===== config.mk =====
export PLATFORM = sky130hd
export DESIGN_NAME = pipeline_writeback
export DESIGN_NICKNAME = d
export VERILOG_FILES = /design/src/rtl/tsp16_pkg.sv /design/src/rtl/wb_scoreboard.sv /design/src/rtl/pipeline_writeback.sv
export SDC_FILE = /design/constraint.sdc
export NUM_CORES = 1
export LEC_CHECK = 0
export CORE_UTILIZATION = 50
export DETAILED_ROUTE_END_ITERATION = 10
export PLACE_DENSITY_LB_ADDON = 0.2
export SETUP_SLACK_MARGIN = 0.4
export SLEW_MARGIN = 20
export SYNTH_ARGS = -nofsm -noshare
export SYNTH_HDL_FRONTEND = slang
export SYNTH_SLANG_ARGS = --single-unit

===== constraint.sdc =====
create_clock -name clk -period 2.06 [get_ports clk]
set_clock_uncertainty 0.05 [all_clocks]
set_input_delay 0.206 -clock clk [delete_from_list [all_inputs] [get_ports clk]]
set_output_delay 0.206 -clock clk [all_outputs]
set_load 0.005 [all_outputs]

===== src/rtl/tsp16_pkg.sv =====
// Shared definitions for the writeback stage: datapath defaults, rd field position
// and the pending-write counter type used by the scoreboard.
package tsp16_pkg;

    localparam int DATA_W    = 16;
    localparam int REG_COUNT = 8;
    localparam int RADDR_W   = 3;
    localparam int RD_MSB    = 10;
    localparam int RD_LSB    = 8;

    typedef logic [1:0] pend_t;

    localparam pend_t PEND_MAX = 2'd3;
    localparam pend_t PEND_MIN = 2'd0;

endpackage


===== src/rtl/wb_scoreboard.sv =====
// Per-register outstanding-write counters (2-bit, saturating) with a sticky
// over/underflow flag; register 0 has no counter and always reads as idle.
module wb_scoreboard
    import tsp16_pkg::pend_t, tsp16_pkg::RADDR_W, tsp16_pkg::PEND_MAX, tsp16_pkg::PEND_MIN;
#(
    parameter int REG_COUNT = tsp16_pkg::REG_COUNT
) (
    input  logic               clk_i,
    input  logic               reset_n_i,
    input  logic               inc_en_i,
    input  logic [RADDR_W-1:0] inc_rd_i,
    input  logic               dec_en_i,
    input  logic [RADDR_W-1:0] dec_rd_i,
    input  logic [RADDR_W-1:0] rs1_addr_i,
    input  logic [RADDR_W-1:0] rs2_addr_i,
    output pend_t              rs1_pend_o,
    output pend_t              rs2_pend_o,
    output logic               sb_error_o
);

    pend_t pend_q [REG_COUNT];
    pend_t pend_d [REG_COUNT];
    logic  err_q;
    logic  err_d;

    always_comb begin
        logic inc;
        logic dec;
        err_d = err_q;
        for (int r = 0; r < REG_COUNT; r++) begin
            pend_d[r] = pend_q[r];
        end
        for (int r = 1; r < REG_COUNT; r++) begin
            inc = inc_en_i && (inc_rd_i == RADDR_W'(r));
            dec = dec_en_i && (dec_rd_i == RADDR_W'(r));
            // A matched issue and retire cancel, even at the saturation limits.
            if (inc && !dec) begin
                if (pend_q[r] == PEND_MAX) begin
                    err_d = 1'b1;
                end else begin
                    pend_d[r] = pend_q[r] + 2'd1;
                end
            end else if (dec && !inc) begin
                if (pend_q[r] == PEND_MIN) begin
                    err_d = 1'b1;
                end else begin
                    pend_d[r] = pend_q[r] - 2'd1;
                end
            end
        end
    end

    always_ff @(posedge clk_i or negedge reset_n_i) begin
        if (!reset_n_i) begin
            for (int r = 0; r < REG_COUNT; r++) begin
                pend_q[r] <= PEND_MIN;
            end
            err_q <= 1'b0;
        end else begin
            for (int r = 0; r < REG_COUNT; r++) begin
                pend_q[r] <= pend_d[r];
            end
            err_q <= err_d;
        end
    end

    assign rs1_pend_o = pend_q[rs1_addr_i];
    assign rs2_pend_o = pend_q[rs2_addr_i];
    assign sb_error_o = err_q;

endmodule


===== src/rtl/pipeline_writeback.sv =====
// Writeback stage: register file, retire counter and scoreboard-driven busy flags.
// Define WB_BYPASS_EN to forward the completing write to the read ports in the same cycle.
module pipeline_writeback
    import tsp16_pkg::pend_t, tsp16_pkg::RADDR_W, tsp16_pkg::RD_MSB, tsp16_pkg::RD_LSB;
#(
    parameter int DATA_W    = tsp16_pkg::DATA_W,
    parameter int REG_COUNT = tsp16_pkg::REG_COUNT
) (
    input  logic               clk,
    input  logic               reset_n,
    input  logic               memory_done,
    input  logic               memory_is_dependent,
    input  logic [DATA_W-1:0]  memory_result,
    input  logic [15:0]        memory_instr,
    input  logic               issue_valid,
    input  logic               issue_writes,
    input  logic [RADDR_W-1:0] issue_rd,
    input  logic [RADDR_W-1:0] rs1_addr,
    input  logic [RADDR_W-1:0] rs2_addr,
    output logic [DATA_W-1:0]  rs1_data,
    output logic [DATA_W-1:0]  rs2_data,
    output logic               rs1_busy,
    output logic               rs2_busy,
    output logic [15:0]        retire_count,
    output logic               sb_error
);

    logic [RADDR_W-1:0] wb_rd;
    logic               wb_en;
    logic               issue_en;
    logic [DATA_W-1:0]  rf_q [REG_COUNT];
    logic [15:0]        retire_q;
    logic [15:0]        retire_d;
    pend_t              rs1_pend;
    pend_t              rs2_pend;
    logic [DATA_W-1:0]  rs1_stored;
    logic [DATA_W-1:0]  rs2_stored;
    logic               unused_instr_bits;

    assign wb_rd             = memory_instr[RD_MSB:RD_LSB];
    assign unused_instr_bits = ^{memory_instr[15:RD_MSB+1], memory_instr[RD_LSB-1:0]};

    // Gating with reset_n keeps the bypass path quiet while reset is held.
    assign wb_en    = reset_n && memory_done && memory_is_dependent && (wb_rd != '0);
    assign issue_en = issue_valid && issue_writes && (issue_rd != '0);

    always_ff @(posedge clk or negedge reset_n) begin
        if (!reset_n) begin
            for (int r = 0; r < REG_COUNT; r++) begin
                rf_q[r] <= '0;
            end
        end else if (wb_en) begin
            rf_q[wb_rd] <= memory_result;
        end
    end

    assign retire_d = memory_done ? retire_q + 16'd1 : retire_q;

    always_ff @(posedge clk or negedge reset_n) begin
        if (!reset_n) begin
            retire_q <= '0;
        end else begin
            retire_q <= retire_d;
        end
    end

    wb_scoreboard #(
        .REG_COUNT(REG_COUNT)
    ) u_scoreboard (
        .clk_i      (clk),
        .reset_n_i  (reset_n),
        .inc_en_i   (issue_en),
        .inc_rd_i   (issue_rd),
        .dec_en_i   (wb_en),
        .dec_rd_i   (wb_rd),
        .rs1_addr_i (rs1_addr),
        .rs2_addr_i (rs2_addr),
        .rs1_pend_o (rs1_pend),
        .rs2_pend_o (rs2_pend),
        .sb_error_o (sb_error)
    );

    assign rs1_stored = (rs1_addr == '0) ? '0 : rf_q[rs1_addr];
    assign rs2_stored = (rs2_addr == '0) ? '0 : rf_q[rs2_addr];

`ifdef WB_BYPASS_EN
    logic byp1;
    logic byp2;

    assign byp1     = wb_en && (wb_rd == rs1_addr);
    assign byp2     = wb_en && (wb_rd == rs2_addr);
    assign rs1_data = byp1 ? memory_result : rs1_stored;
    assign rs2_data = byp2 ? memory_result : rs2_stored;
    // The last outstanding write landing now clears the hazard this cycle.
    assign rs1_busy = (rs1_pend != '0) && !(byp1 && (rs1_pend == 2'd1));
    assign rs2_busy = (rs2_pend != '0) && !(byp2 && (rs2_pend == 2'd1));
`else
    assign rs1_data = rs1_stored;
    assign rs2_data = rs2_stored;
    assign rs1_busy = (rs1_pend != '0);
    assign rs2_busy = (rs2_pend != '0);
`endif

    assign retire_count = retire_q;

endmodule

### Word level (Yosys, flattened, before mapping)

Cells that the tools add are included.

| storage, ports and cells | value |
|---|---|
| bits in registers | 159 |
| bits of input ports | 47 |
| output and inout port bits | 51 |
| logic and storage cells | 222 |

| cells by class | value |
|---|---|
| add/subtract/negate cells | 15 |
| $lt $le $gt $ge | 4 |
| eq/ne operators | 35 |
| mux-type cells | 73 |
| bitwise operators | 3 |
| reductions and logical operators | 75 |

Operator list:

| cell | number |
|---|---|
| $bwmux 128 | 1 |
| $mux 16 | 7 |
| $bmux 16 s3 | 2 |
| $mux 2 | 32 |
| $demux 16 s3 | 1 |
| $logic_and 1x1->1 | 34 |
| $mux 1 | 28 |
| $eq 3x3->1 const B | 8 |
| $reduce_and 3->1 | 7 |
| $reduce_bool 2->1 | 9 |
| $add 16x1->16 const B | 1 |
| $add 2x1->2 const B | 7 |
| $eq 2x2->1 const B | 7 |
| $logic_not 1->1 | 14 |
| $logic_not 2->1 | 7 |
| $ne 2x1->1 const B | 7 |
| $ne 2x2->1 const B | 7 |
| $sub 2x1->2 const B | 7 |
| $bmux 2 s3 | 2 |
| $eq 3x2->1 const B | 4 |
| $ge 4x4->1 const B | 3 |
| $not 3->4 | 3 |
| $eq 3x1->1 const B | 2 |
| $logic_not 3->1 | 2 |
| 2 further kinds | 3 |

### Logic depth before layout (Yosys ltp)

| depth | value |
|---|---|
| depth in word-level cells | 25 |
| gate-level depth with buffers | 8 |
| mapped depth without buffers | 6 |

### By module

A second synthesis with hierarchy kept.

| unflattened totals | value |
|---|---|
| cell total of the unflattened synthesis | 659 |
| area, all modules | 8,092.8 sq um |

By module, submodules not included:

| module | instances | cells an instance | area each (sq um) | seq. area each (sq um) |
|---|---|---|---|---|
| pipeline_writeback | 1 | 498 | 6,749.0 | 3,203.1 |
| wb_scoreboard | 1 | 161 | 1,343.8 | 375.4 |

### Worst setup path after synthesis

No wires, ideal clock.

| timing path | value |
|---|---|
| path type | input-to-output |
| from | in rs2_addr[0] |
| to | out rs2_busy |
| arrival time | 1.439 ns |
| required time | 1.804 ns |
| setup slack | 0.365 ns |
| cell stages on the path | 4 |
| path buffers | 2 |
| path through | buf_2 > clkbuf_1 > mux4_2 > a21oi_1 |

| between the ends | value |
|---|---|
| longest elaborated chain between the ends | 5 |

RTL lines:

| item | line | text |
|---|---|---|
| from (decl) | pipeline_writeback.sv:19 | `input logic [RADDR_W-1:0] rs2_addr,` |
| $not 3->4 (not written as such) | wb_scoreboard.sv:68 | `assign rs2_pend_o = pend_q[rs2_addr_i];` |
| $bmux 2 s3 | wb_scoreboard.sv:68 |  |
| $mux 2 (not written as such) (2 in series) | wb_scoreboard.sv:68 |  |
| $reduce_bool 2->1 | pipeline_writeback.sv:101 | `assign rs2_busy = (rs2_pend != '0);` |
| to (decl) | pipeline_writeback.sv:23 | `output logic rs2_busy,` |

No other way between the ends. The select of a mux whose other input is x is not followed.

### Final worst setup path

| timing path | value |
|---|---|
| from | reg u_scoreboard.pend_q[9] (netlist bit) |
| to | out rs1_busy |

| between the ends | value |
|---|---|
| longest elaborated chain between the ends | 4 |

RTL lines:

| item | line | text |
|---|---|---|
| from (decl) | wb_scoreboard.sv:21 | `pend_t pend_q [REG_COUNT];` |
| from (signal, indexed assignment) | wb_scoreboard.sv:61 | `pend_q[r] <= pend_d[r];` |
| $bmux 2 s3 | wb_scoreboard.sv:67 | `assign rs1_pend_o = pend_q[rs1_addr_i];` |
| $mux 2 (not written as such) (2 in series) | wb_scoreboard.sv:67 |  |
| $reduce_bool 2->1 | pipeline_writeback.sv:100 | `assign rs1_busy = (rs1_pend != '0);` |
| to (decl) | pipeline_writeback.sv:22 | `output logic rs1_busy,` |

No other way between the ends. The select of a mux whose other input is x is not followed.

==> results.py <==
metrics = {
    "synthesis": {
        "synth_top_area_frac": 0.465,
        "synthTopCellsByArea": "dfrtp_1, mux2_2, mux4_2",
        "synth_compound_area_frac": 0.0910,
        "synthArstFlopShare": 1.00,
        "synth_cells": 705,
        "synthMuxAreaShare": 0.261,
        "synthFlopType": "dfrtp_1",
        "synth-simple-area-share": 0.134,
        "yosysTopAreaCell": "dfrtp_1",
        "synth_top_family_by_area": "multiplexers",
        "synth-seq-cells": 145,
        "ys_types": 55,
        "synth_fa_ha_area_frac": 0.00160,
        "synth_area_um2": 7810,
        "synth_xor_area_frac": 0.0168,
        "postSynthAreaPerCell_um2": 11.1,
        "yosysWarnings": 0,
        "ys_seq_area_frac": 0.465,
        "syn_nets": 753,
        "synth_edf_count": 0,
    },
    "worst_hold_path": {
        "min_path_type": "in2async",
    },
    "clock_network": {
        "cts_sinks": 145,
        "cts_buffers": 17,
        "clk_latency_ps": 430,
        "cts_buffer_depth": 2,
        "cts_tree": "done",
        "path_clk_slew_ps": 70,
        "htreeDepth": 4,
        "cts_root_buf": "clkbuf_16",
    },
    "critical_path": {
        "r2r-start": "u_scoreboard.pend_q[9]$_DFFE_PN0P_",
        "crit_start": "u_scoreboard.pend_q[9]$_DFFE_PN0P_",
        "rrSetupSlack_ps": 380,
        "criticalPathCategory": "reg2out",
        "cp.required_ps": 1800,
        "r2r_end": "u_scoreboard.sb_error_o$_DFF_PN0_",
        "critPathLaunchType": "register",
        "path_max_fanout": 2,
        "critical_path_arrival_ps": 1700,
        "rr_worst_depth": 5,
        "cp-end-kind": "primary output",
    },
    "power": {
        "seq_power_share": 0.397,
        "power_frac_comb": 0.262,
        "vdd_drop_max_v": 0.000731,
        "p_int_w": 0.00694,
        "clkPwrFrac": 0.341,
        "switchingPower_w": 0.00285,
        "p_per_area_nw_per_um2": 904,
        "p_sw_frac": 0.291,
        "finalPower_w": 0.00979,
        "leakage_nw": 4.96,
    },
    "placement": {
        "gp_congestion": 0.864,
        "place.port_buffers": 84,
        "dp_hpwl_um": 15200,
    },
    "timing": {
        "finalMaxSlewViolations": 0,
        "timing.final.crit_share": 0.952,
        "tightest_slew_ps": 697,
        "finalSetupViolCount": 0,
        "hold_viol_final": 52,
        "maxSlewHeadroom": 0.535,
        "fmax_mhz": 510,
        "fin_crit_ps": 1960,
        "rsz0062_at_grt": "true",
        "whs_ps": -80.1,
    },
    "floorplan": {
        "start_util": 0.514,
        "io_pins": 98,
        "die_area_um2": 16100,
        "rows": 45,
        "die_w_um": 127,
        "core_um2": 15200,
        "die_h_um": 127,
    },
    "global_routing": {
        "grt_use_total": 0.305,
        "gr-total-overflow": 0,
        "grt_pass1_wl_um": 37500,
        "grt_antenna_before_repair": 1,
        "grt_pass1_vias": 7020,
        "grt_max_degree": 58,
    },
    "drt": {
        "wirelength_um": 23600,
        "drtIter0Drc": 489,
        "antenna_left": 0,
        "wl_per_cell_um": 21.2,
        "drcViolationCount": 0,
        "viasPerCell": 5.99,
        "num_vias": 6640,
        "drtPass1Iterations": 5,
    },
    "layout": {
        "layout_commonest_cell": "dfrtp_1",
        "area_delta_synth_final_pct": 38.6,
        "final_cell_mix": "dfrtp_1, nand2_1, buf_4",
        "multi_input_area_um2": 4390,
        "num_antenna_cells": 0,
        "fin_nets": 956,
        "num-fill-cells": 1041,
        "drive_gt1_frac": 0.478,
        "register_area_um2": 3630,
        "postLayoutCoreUtil": 0.712,
    },
    "outcome": {
        "violations": "hold timing",
        "status": "complete, but fails checks",
    },
    "flow_run": {
        "maxCapViolCount": 0,
    },
}
## repair_timing
action | CTS | global route
setup buffers | 35 | 10
pin swaps | 58 | 29
hold buffers | 1 | 1
setup endpoints to repair | 42 | 44
endpoints found under the hold margin | 12 | 3
resized for setup | 225 | 40
## per-layer routing
metal  global-route usage  vias up  wire length, um
met5                    0        -                0
met4                0.111        0              530
met3               0.0570       47             1180
met2                0.523      226            12100
met1                0.389     3396             9790
li1                     -     2971                -
## state kept, by name (all words and copies together), names as in the netlist
signal	cells
retire_count	16
u_scoreboard.sb_error_o	1
u_scoreboard.pend_q	14
rf_q	114
## synthesized netlist by cell type, drive strengths merged, types with 2 or more instances
cell	number
a211oi	9
a21oi	26
a221oi	31
a32oi	3
and2	2
and3	3
buf	19
clkbuf	22
dfrtp	145
inv	17
mux2	110
mux2i	3
mux4	34
nand2	131
nand2b	3
nand3	8
nand3b	2
nand4	7
nand4b	2
nor2	55
nor2b	5
nor3	5
o211ai	2
o21ai	20
o22ai	3
o31ai	2
or2	4
xnor2	9
xor2	6
## worst max-delay path, cell delays in order, from the launching register on
cell and delay, ps:
dfrtp_1 390, nor2_1 80, mux4_2 510, a21oi_4 160
buf_2 130
## stage by stage
| step | instance area (um2) | std cells | setup slack, ps | setup TNS, ps |
|---|---|---|---|---|
| after floorplan | 7810 | 705 | 401 | 0 |
| after global placement | 9480 | 1030 | -290 | -1960 |
| after detailed placement | 9480 | 1030 | -294 | -2820 |
| after CTS | 10600 | 1098 | 115 | 0 |
| after global routing | 10800 | 1109 | 65.8 | 0 |
| final | 10800 | 1109 | 99.9 | 0 |
## power groups by stage
| stage | Clock [W] | Sequential, W | Combinational, W |
|---|---|---|---|
| finish | 0.00334 | 0.00389 | 0.00256 |
| global route | 0.00349 | 0.00395 | 0.00276 |
| CTS | 0.00337 | 0.00386 | 0.00237 |
| detailed placement | 0 | 0.00389 | 0.00212 |
| global placement | 0 | 0.00384 | 0.00204 |
| floorplan | 0 | 0.00379 | 0.00121 |
## worst max path at each step
stage                                         to  slack, ps  depth (start not counted)
3_3_place_gp                            rs1_busy       -290                          7
6_report                                rs1_busy        100                          4
5_1_grt                                 rs1_busy         70                          4
4_1_cts                              rs1_data[9]        110                          5
3_5_place_dp                            rs1_busy       -290                          5
2_1_floorplan  u_scoreboard.sb_error_o$_DFF_PN0_        400                          6
## area by class of cell
| class | count | share of cell area |
|---|---|---|
| clock buffers | 17 | 0.0393 |
| clock inverters | 15 | 0.0192 |
| inverters | 18 | 0.00624 |
| multi-input cells | 501 | 0.406 |
| flip-flops and latches | 145 | 0.335 |
| well taps | 188 | 0.0217 |
| repair buffers | 225 | 0.173 |
## kinds of logic (layout without fill, tap and decap cells)
kind of cell / after synthesis / after routing
xor gates and xnor gates: 15 / 15
AOI/OAI and AO/OA: 104 / 104
and+or+nand+nor: 234 / 234
DFF: 145 / 145
adders and majority gates: 1 / 1
muxes: 147 / 147
buffers and inverters: 59 / 275
Power figures use the tool's default switching activity.
